**config.mk**
```make
export PLATFORM = sky130hd
export DESIGN_NAME = am_demod
export DESIGN_NICKNAME = d
export VERILOG_FILES = /design/src/rtl/am_demod.sv
export SDC_FILE = /design/constraint.sdc
export NUM_CORES = 1
export LEC_CHECK = 0
export CAP_MARGIN = 20
export CELL_PAD_IN_SITES_DETAIL_PLACEMENT = 0
export CELL_PAD_IN_SITES_GLOBAL_PLACEMENT = 1
export CORE_MARGIN = 4
export CORE_UTILIZATION = 41
export DETAILED_ROUTE_END_ITERATION = 10
export PLACE_DENSITY_LB_ADDON = 0.15
export SLEW_MARGIN = 15
export SYNTH_ARGS = -nofsm -noshare
export SYNTH_HDL_FRONTEND = slang
export SYNTH_SLANG_ARGS = --single-unit
```
**constraint.sdc**
```tcl
create_clock -name clk -period 3.4 [get_ports clk]
set_input_delay 0.34 -clock clk [delete_from_list [all_inputs] [get_ports clk]]
set_output_delay 0.34 -clock clk [all_outputs]
set_load 0.01 [all_outputs]
```
**src/rtl/am_demod.sv**
```systemverilog
// am_demod: AM/ASK demodulator (rectify, window peak, DC removal, hysteresis slicer); define AM_DEMOD_AVG_EN for window-mean envelope
module am_demod #(
  parameter int DW        = 14,
  parameter int WIN_LOG2  = 6,
  parameter int DC_SHIFT  = 4,
  parameter int THRESH_HI = 2048,
  parameter int THRESH_LO = 1024
) (
  input  logic                 clk,
  input  logic                 rst,
  input  logic                 din_valid,
  input  logic signed [DW-1:0] din,
  output logic                 env_valid,
  output logic [DW-1:0]        env,
  output logic                 mod_valid,
  output logic signed [DW-1:0] mod_out,
  output logic                 bit_out,
  output logic                 bit_edge
);
  localparam logic [DW-1:0] MAXP = {1'b0, {(DW-1){1'b1}}};
  localparam logic [DW-1:0] MINN = {1'b1, {(DW-1){1'b0}}};
  localparam logic [DW-1:0] TH_HI = DW'(THRESH_HI);
  localparam logic [DW-1:0] TH_LO = DW'(THRESH_LO);
  typedef enum logic {LOW, HIGH} state_t;
  state_t state, state_n;
  logic v1, last;
  logic [DW-1:0] abs1, abs_c, env_c;
  logic [WIN_LOG2-1:0] cnt;
  logic [DW+DC_SHIFT-1:0] dc;
  logic signed [DW:0] diff;
  logic signed [DW-1:0] mod_c;
  logic signed [DW+DC_SHIFT+1:0] delta, dsh;
  assign abs_c = (din == MINN) ? MAXP : din[DW-1] ? -din : din;
  assign last = v1 && (cnt == '1);
`ifdef AM_DEMOD_AVG_EN
  logic [DW+WIN_LOG2-1:0] acc, sum;
  assign sum = acc + (DW+WIN_LOG2)'(abs1);
  assign env_c = sum[DW+WIN_LOG2-1:WIN_LOG2];
  always_ff @(posedge clk or posedge rst)
    if (rst) acc <= '0;
    else if (v1) acc <= last ? '0 : sum;
`else
  logic [DW-1:0] peak;
  assign env_c = (abs1 > peak) ? abs1 : peak;
  always_ff @(posedge clk or posedge rst)
    if (rst) peak <= '0;
    else if (v1) peak <= last ? '0 : env_c;
`endif
  // DC estimate holds DC_SHIFT fraction bits; only its integer part is subtracted
  assign diff  = $signed({1'b0, env}) - $signed({1'b0, dc[DW+DC_SHIFT-1:DC_SHIFT]});
  assign mod_c = (diff[DW] != diff[DW-1]) ? (diff[DW] ? MINN : MAXP) : diff[DW-1:0];
  assign delta = $signed({2'b0, env, {DC_SHIFT{1'b0}}}) - $signed({2'b0, dc});
  assign dsh   = delta >>> DC_SHIFT;
  always_ff @(posedge clk or posedge rst)
    if (rst) begin
      v1        <= 1'b0;
      abs1      <= '0;
      cnt       <= '0;
      env_valid <= 1'b0;
      env       <= '0;
      mod_valid <= 1'b0;
      mod_out   <= '0;
      dc        <= '0;
    end else begin
      v1        <= din_valid;
      env_valid <= last;
      mod_valid <= env_valid;
      if (din_valid) abs1 <= abs_c;
      if (v1) cnt <= cnt + 1'b1;
      if (last) env <= env_c;
      if (env_valid) begin
        mod_out <= mod_c;
        dc      <= dc + dsh[DW+DC_SHIFT-1:0];
      end
    end
  always_comb
    state_n = !env_valid ? state :
              (state == LOW && env >= TH_HI) ? HIGH :
              (state == HIGH && env <= TH_LO) ? LOW : state;
  always_ff @(posedge clk or posedge rst)
    if (rst) begin
      state    <= LOW;
      bit_edge <= 1'b0;
    end else begin
      state    <= state_n;
      bit_edge <= state_n != state;
    end
  assign bit_out = (state == HIGH);
endmodule

```
# After elaboration in Yosys (flattened, before gate mapping)
# Cells that the tools add are included.
# totals
in_bits	17
elab_cells	36
regBits	85
# classes
muxes	9
n_reduce_logical	3
bitwise	1
n_eq_ne	4
n_addsub	5
magnitude_cmp	3
# ops
op	n
14-bit 2-to-1 mux	6
18-bit by 18-bit subtractor with 19-bit output	1
18-bit adder	1
14-bit by 14-bit subtractor with 15-bit output	1
14-bit equality test (second input constant)	1
14-bit by 12-bit >= comparator with 1-bit output (second input constant)	1
14-bit greater-than comparator	1
14-bit by 11-bit less-or-equal comparator with 1-bit output (second input constant)	1
14-bit negator	1
6-bit by 1-bit adder with 6-bit output (second input constant)	1
6-bit equality test (second input constant)	1
1-bit logical AND	3
1-bit 2-to-1 mux	3
1-bit inequality test	2
1-bit inverter	1

# Depth between registers and ports, before layout
# Gate-level depths: netlist (run 1).
# logic_depth
ltp_word	6
mapped_depth	19
ltp_nobuf	17

# Worst setup path before layout (run 1)
# No wires, ideal clock.
# synth_path
path_type	flip-flop to flip-flop
from	reg env[2]
to	reg dc[16]
period_less_slack_ns	3.578
path_stages_with_launch	19
setup_time_ns	0.137
t_arrival_ns	3.442
t_required_ns	3.263
path_slack_ns	-0.178
path_buffers	2
cell_sequence	dfrtp_1 -> ha_1 -> buf_2 -> and3_1 -> a221oi_2 -> nand2_1 -> a21o_1 -> a21o_1 -> a21oi_1 -> xnor2_1 -> ha_1 -> clkbuf_1 -> a21o_1 -> a21o_1 -> a21oi_1 -> o21a_1 -> a41oi_1 -> xnor2_1 -> a21oi_1
# synth_between
elab_chain_len	2
# synth_rtl
element	line_no	rtl
start: declaration	14	output logic [DW-1:0] env,
start signal: assignment	70	if (last) env <= env_c;
18-bit by 18-bit subtractor with 19-bit output	52	assign delta = $signed({2'b0, env, {DC_SHIFT{1'b0}}}) - $signed({2'b0, dc});
18-bit adder	73	dc <= dc + dsh[DW+DC_SHIFT-1:0];
end signal: assignment	73	
end: declaration	29	logic [DW+DC_SHIFT-1:0] dc;
# No other way between the ends.
# A chain may end at the register's enable or synchronous reset.

# Worst setup path after layout (run 1)
# layout_path
from	reg dc[4]
to	reg dc[16]
# layout_between
elab_chain_len	2
# layout_rtl
element	line_no
18-bit by 18-bit subtractor with 19-bit output	52
18-bit adder *	73
# Mark *: on every way between the ends. The rest lies on a longest branch, timed or not.

==> results of run 1 <==
==> final cells by class <==
class	count	area share (%)
Timing Repair Buffer	127	14.2
Sequential cell	85	28.1
Clock inverter	5	1.07
Clock buffer	11	3.34
Multi-Input combinational cell	476	48.0
Tap cell	180	2.97
Inverter	46	2.30
==> registers in the layout (all words and copies together) (netlist names) <==
signal and flops:
dc 18, abs1 14, env 14, mod_out 14, peak 14, cnt 6
bit_edge 1, bit_out 1, env_valid 1, mod_valid 1, v1 1
==> per-layer routing <==
layer	up-vias	part of all wire, %
li1	2490	-
met1	2434	45
met2	89	50
met3	24	2.9
met4	0	2.1
met5	-	0
==> placed cells by master (no fill, tap or decap), types with 4 or more instances in the layout <==
master,instances
nor2_1,40
dfrtp_1,85
a21oi_1,37
clkdlybuf4s50_1,48
inv_1,42
ha_1,40
nand4_1,7
clkbuf_16,9
nand2_1,43
nor2b_1,10
a21o_1,18
a21oi_2,11
nand2b_1,6
o21a_1,12
o211ai_1,6
o21ai_1,28
o21ai_0,23
o31ai_1,5
nand3_1,10
mux2_2,5
buf_4,78
ha_2,4
ha_4,4
nor3_1,4
o2bb2ai_1,5
mux2i_1,18
a22o_1,19
a211oi_1,9
xor2_1,26
xnor2_1,26
==> where the power goes <==
part           switching, mW  internal, mW
logic                   3.04          2.86
clock network          0.429         0.685
registers              0.173          1.21
==> timing repair <==
item	in CTS	in global routing
pin swaps	11	17
resized for setup	10	27
endpoints found under the setup margin	6	8
buffers inserted	4	9
==> worst max-delay path, cell delays in order, from the launching register on <==
cell and delay (ps):
dfrtp_1 430, inv_2 80, ha_4 160, a21o_1 200, a221oi_4 310, buf_6 160
nand2_2 50, a21o_1 190, a21o_1 180, buf_4 130, xor2_1 140, ha_1 240
a21o_1 210, a21o_1 190, a21oi_2 170, o21a_1 160, a41oi_2 50, xnor2_1 160
a21oi_1 80
==> path summary, 6_finish.rpt <==
| kind | startpoint | end | slack, ps | cells past startpoint |
|---|---|---|---|---|
| min | rst | dc[6]$_DFFE_PP0P_ | 330 | 2 |
| min reg2reg | dc[17]$_DFFE_PP0P_ | dc[17]$_DFFE_PP0P_ | 470 | 1 |
| max | dc[4]$_DFFE_PP0P_ | dc[16]$_DFFE_PP0P_ | -40 | 18 |
| max in group asynchronous | rst | peak[7]$_DFFE_PP0P_ | 2260 | 3 |
| max reg2reg | dc[4]$_DFFE_PP0P_ | dc[16]$_DFFE_PP0P_ | -40 | 18 |
| min in group clk | dc[17]$_DFFE_PP0P_ | dc[17]$_DFFE_PP0P_ | 470 | 1 |
==> cell families after synthesis <==
logic type | share of synthesized area (%)
mux | 4.05
flops | 36.4
fa+ha+maj | 11.5
compound gates | 22.3
simple gates | 12.4
buf+inv | 5.40
xor+xnor | 7.95
==> results by stage, run 1 <==
Status:
- The flow ran to the end, but the final reports show violations.
- The final reports fail on negative setup slack.

Global routing:
- The number of antenna violations at the first check in global routing was 0.
- For this run the aggregate overflow at the end of global routing stands at 0.
- The via count of the first global-routing pass came to 5200.
- For this run, global-route usage on met2 was measured as 33.9%.
- Global routing used 25.8% of the available met1 tracks.
- The global-route track usage on met3 is 3.64%.
- The first global-routing pass estimated 26.1 mm of wire.
- In this run the most used layer during global routing was met2.
- Entering global routing, the biggest net connects 37 pins.
- In the global route stage, overall resource usage came out at 20.0%.

Die:
- The starting density of the core is 41.9%.
- The core outline area is 13900 µm².
- In this run the core area contains 43 standard-cell rows.
- The number of top-level design ports is 49.
- The floorplan step defined a die boundary enclosing 16200 µm².
- The floorplan die height is 127 µm.
- The horizontal die dimension is 127 µm.

Clock tree:
- The clock slew seen by the registers of the worst setup and hold paths is 70 ps.
- The worst-skew pair later-pin latency is 350 ps.
- The clock root buffer is clkbuf_16.
- The number of buffers between clock root and the deepest sink is 2.
- In this run the number of H-tree levels came out at 3.
- The clock net sink count is 85.
- The CTS tree is yes.
- The CTS buffer count is 9.
- The hold-fix buffer count after cts is 0.

Routing:
- The iteration count of the initial detailed-routing pass is 5.
- After detailed routing, the average wire length per cell comes to 16.7 µm.
- The overall via count from detail_route is 5037.
- The remaining number of nets flagged by the antenna check after routing is 0.
- Dividing the detail-routed via count by the number of cells gives 5.42.
- The total detailed-routing wirelength is 15.5 mm.
- After detailed routing, the number of remaining DRC violations is 0.
- After the first detailed-routing iteration, the DRC count stood at 269.

Power and ir drop:
- The power after layout is 8.40 mW.
- The maximum ir drop on the vdd rail is 588 µV.
- The cell leakage power is 3.46 nW.
- The power per cell area is 1110 nW/µm².

Timing:
- The worst clock skew is 6.70 ps.
- The post-route setup TNS is -69.5 ps.
- The worst hold slack is 327 ps.
- The worst path in the final design needs a cycle of 3440 ps, including I/O delays and setup.
- Setup repair after global routing could not meet its margin everywhere.
- The number of hold violations in the final report came to 0.
- The final critical path takes up 101% of the cycle.
- In the post-route analysis, the smallest setup slack over all paths is -40.1 ps.
- In this run the tightest slew margin relative to its limit is 38.5%.
- At the pin with the least slew margin, the transition time is 921 ps.
- Timing would allow up to 0.291 GHz.
- The final number of setup-violating endpoints is 2.
- The number of max-slew violations in the final report came to 0.

Worst setup path:
- Data arrives at the worst endpoint at 3660 ps.
- Data on the critical path is required at its endpoint by 3620 ps.
- The critical path is of the register to register type.
- The category of the worst setup path launch point is a register.
- The worst setup path is captured at a register.
- Of all nets on the critical path, the largest fanout is 4.

Synth:
- The number of distinct library cell variants in the gate-level netlist after synthesis is 55.
- The area share of the largest cell type after synthesis is 36.4%.
- The sequential cell area fraction in the yosys report is 36.4%.
- The synthesized net count is 704.
- The number of warnings issued by yosys is 0.
- The leading area contributor after synthesis is dfrtp_1.
- After synthesis, the most frequently instantiated cells are 85 x dfrtp_1, 48 x ha_1, 46 x inv_1.
- The cell count after synthesis is 637.
- The post-synthesis cell area is 5840 µm².
- The most repeated cell in the gate-level netlist after synthesis is dfrtp_1.
- The number of enable-type register cells in the synthesized netlist is 0.
- Each instance of the synthesized netlist takes up on average 9.17 µm².
- Sorting the synthesized cells by area gives the leading types as dfrtp_1 36%, ha_1 10%, xnor2_1 4.0%.
- The synthesized flop and latch total is 85.
- The fraction of synthesis flops using an asynchronous set or reset pin is 100%.
- For this run, the leading register cell type out of synthesis is dfrtp_1.

Finish:
- Summing all multi-input logic gate instances after layout gives 3630 µm².
- The number of nets in the final layout is 812.
- Cells fill 54.3% of the core in the end.
- The number of antenna diodes is 0.
- The final-layout fill cell count is 1294.
- The total area of sequential cells is 2130 µm².
- The fraction of final layout cells sized beyond drive strength 1 is 20.3%.
- The area growth from synthesis to layout is 29.7%.
- The number of standard cells in the layout, taps in and fillers out is 930.
- The cell area after layout is 7570 µm².

Place:
- The count of buffers inserted at the top-level ports is 48.
- Once placement finished, the instance area stood at 6970 µm².
- The global placement routability congestion is 0.923.
- The total instance count after detailed placement is 903.
- Detailed placement ended at an HPWL of 12.0 mm.
- OpenSTA, run right after detailed placement, puts the worst setup slack at -195 ps.

Run:
- The number of maximum-capacitance constraint violations is 0.

Worst hold path:
- The kind of path behind the tightest hold check is input pin to async pin.
Note: power is estimated with default switching activity, not from simulation.
==> inputs of run 2 (changes only) <==
- HOLD_SLACK_MARGIN: not set -> 0.08
==> results of run 2 <==
Final layout, timing and power as in run 1 (identical DEF).
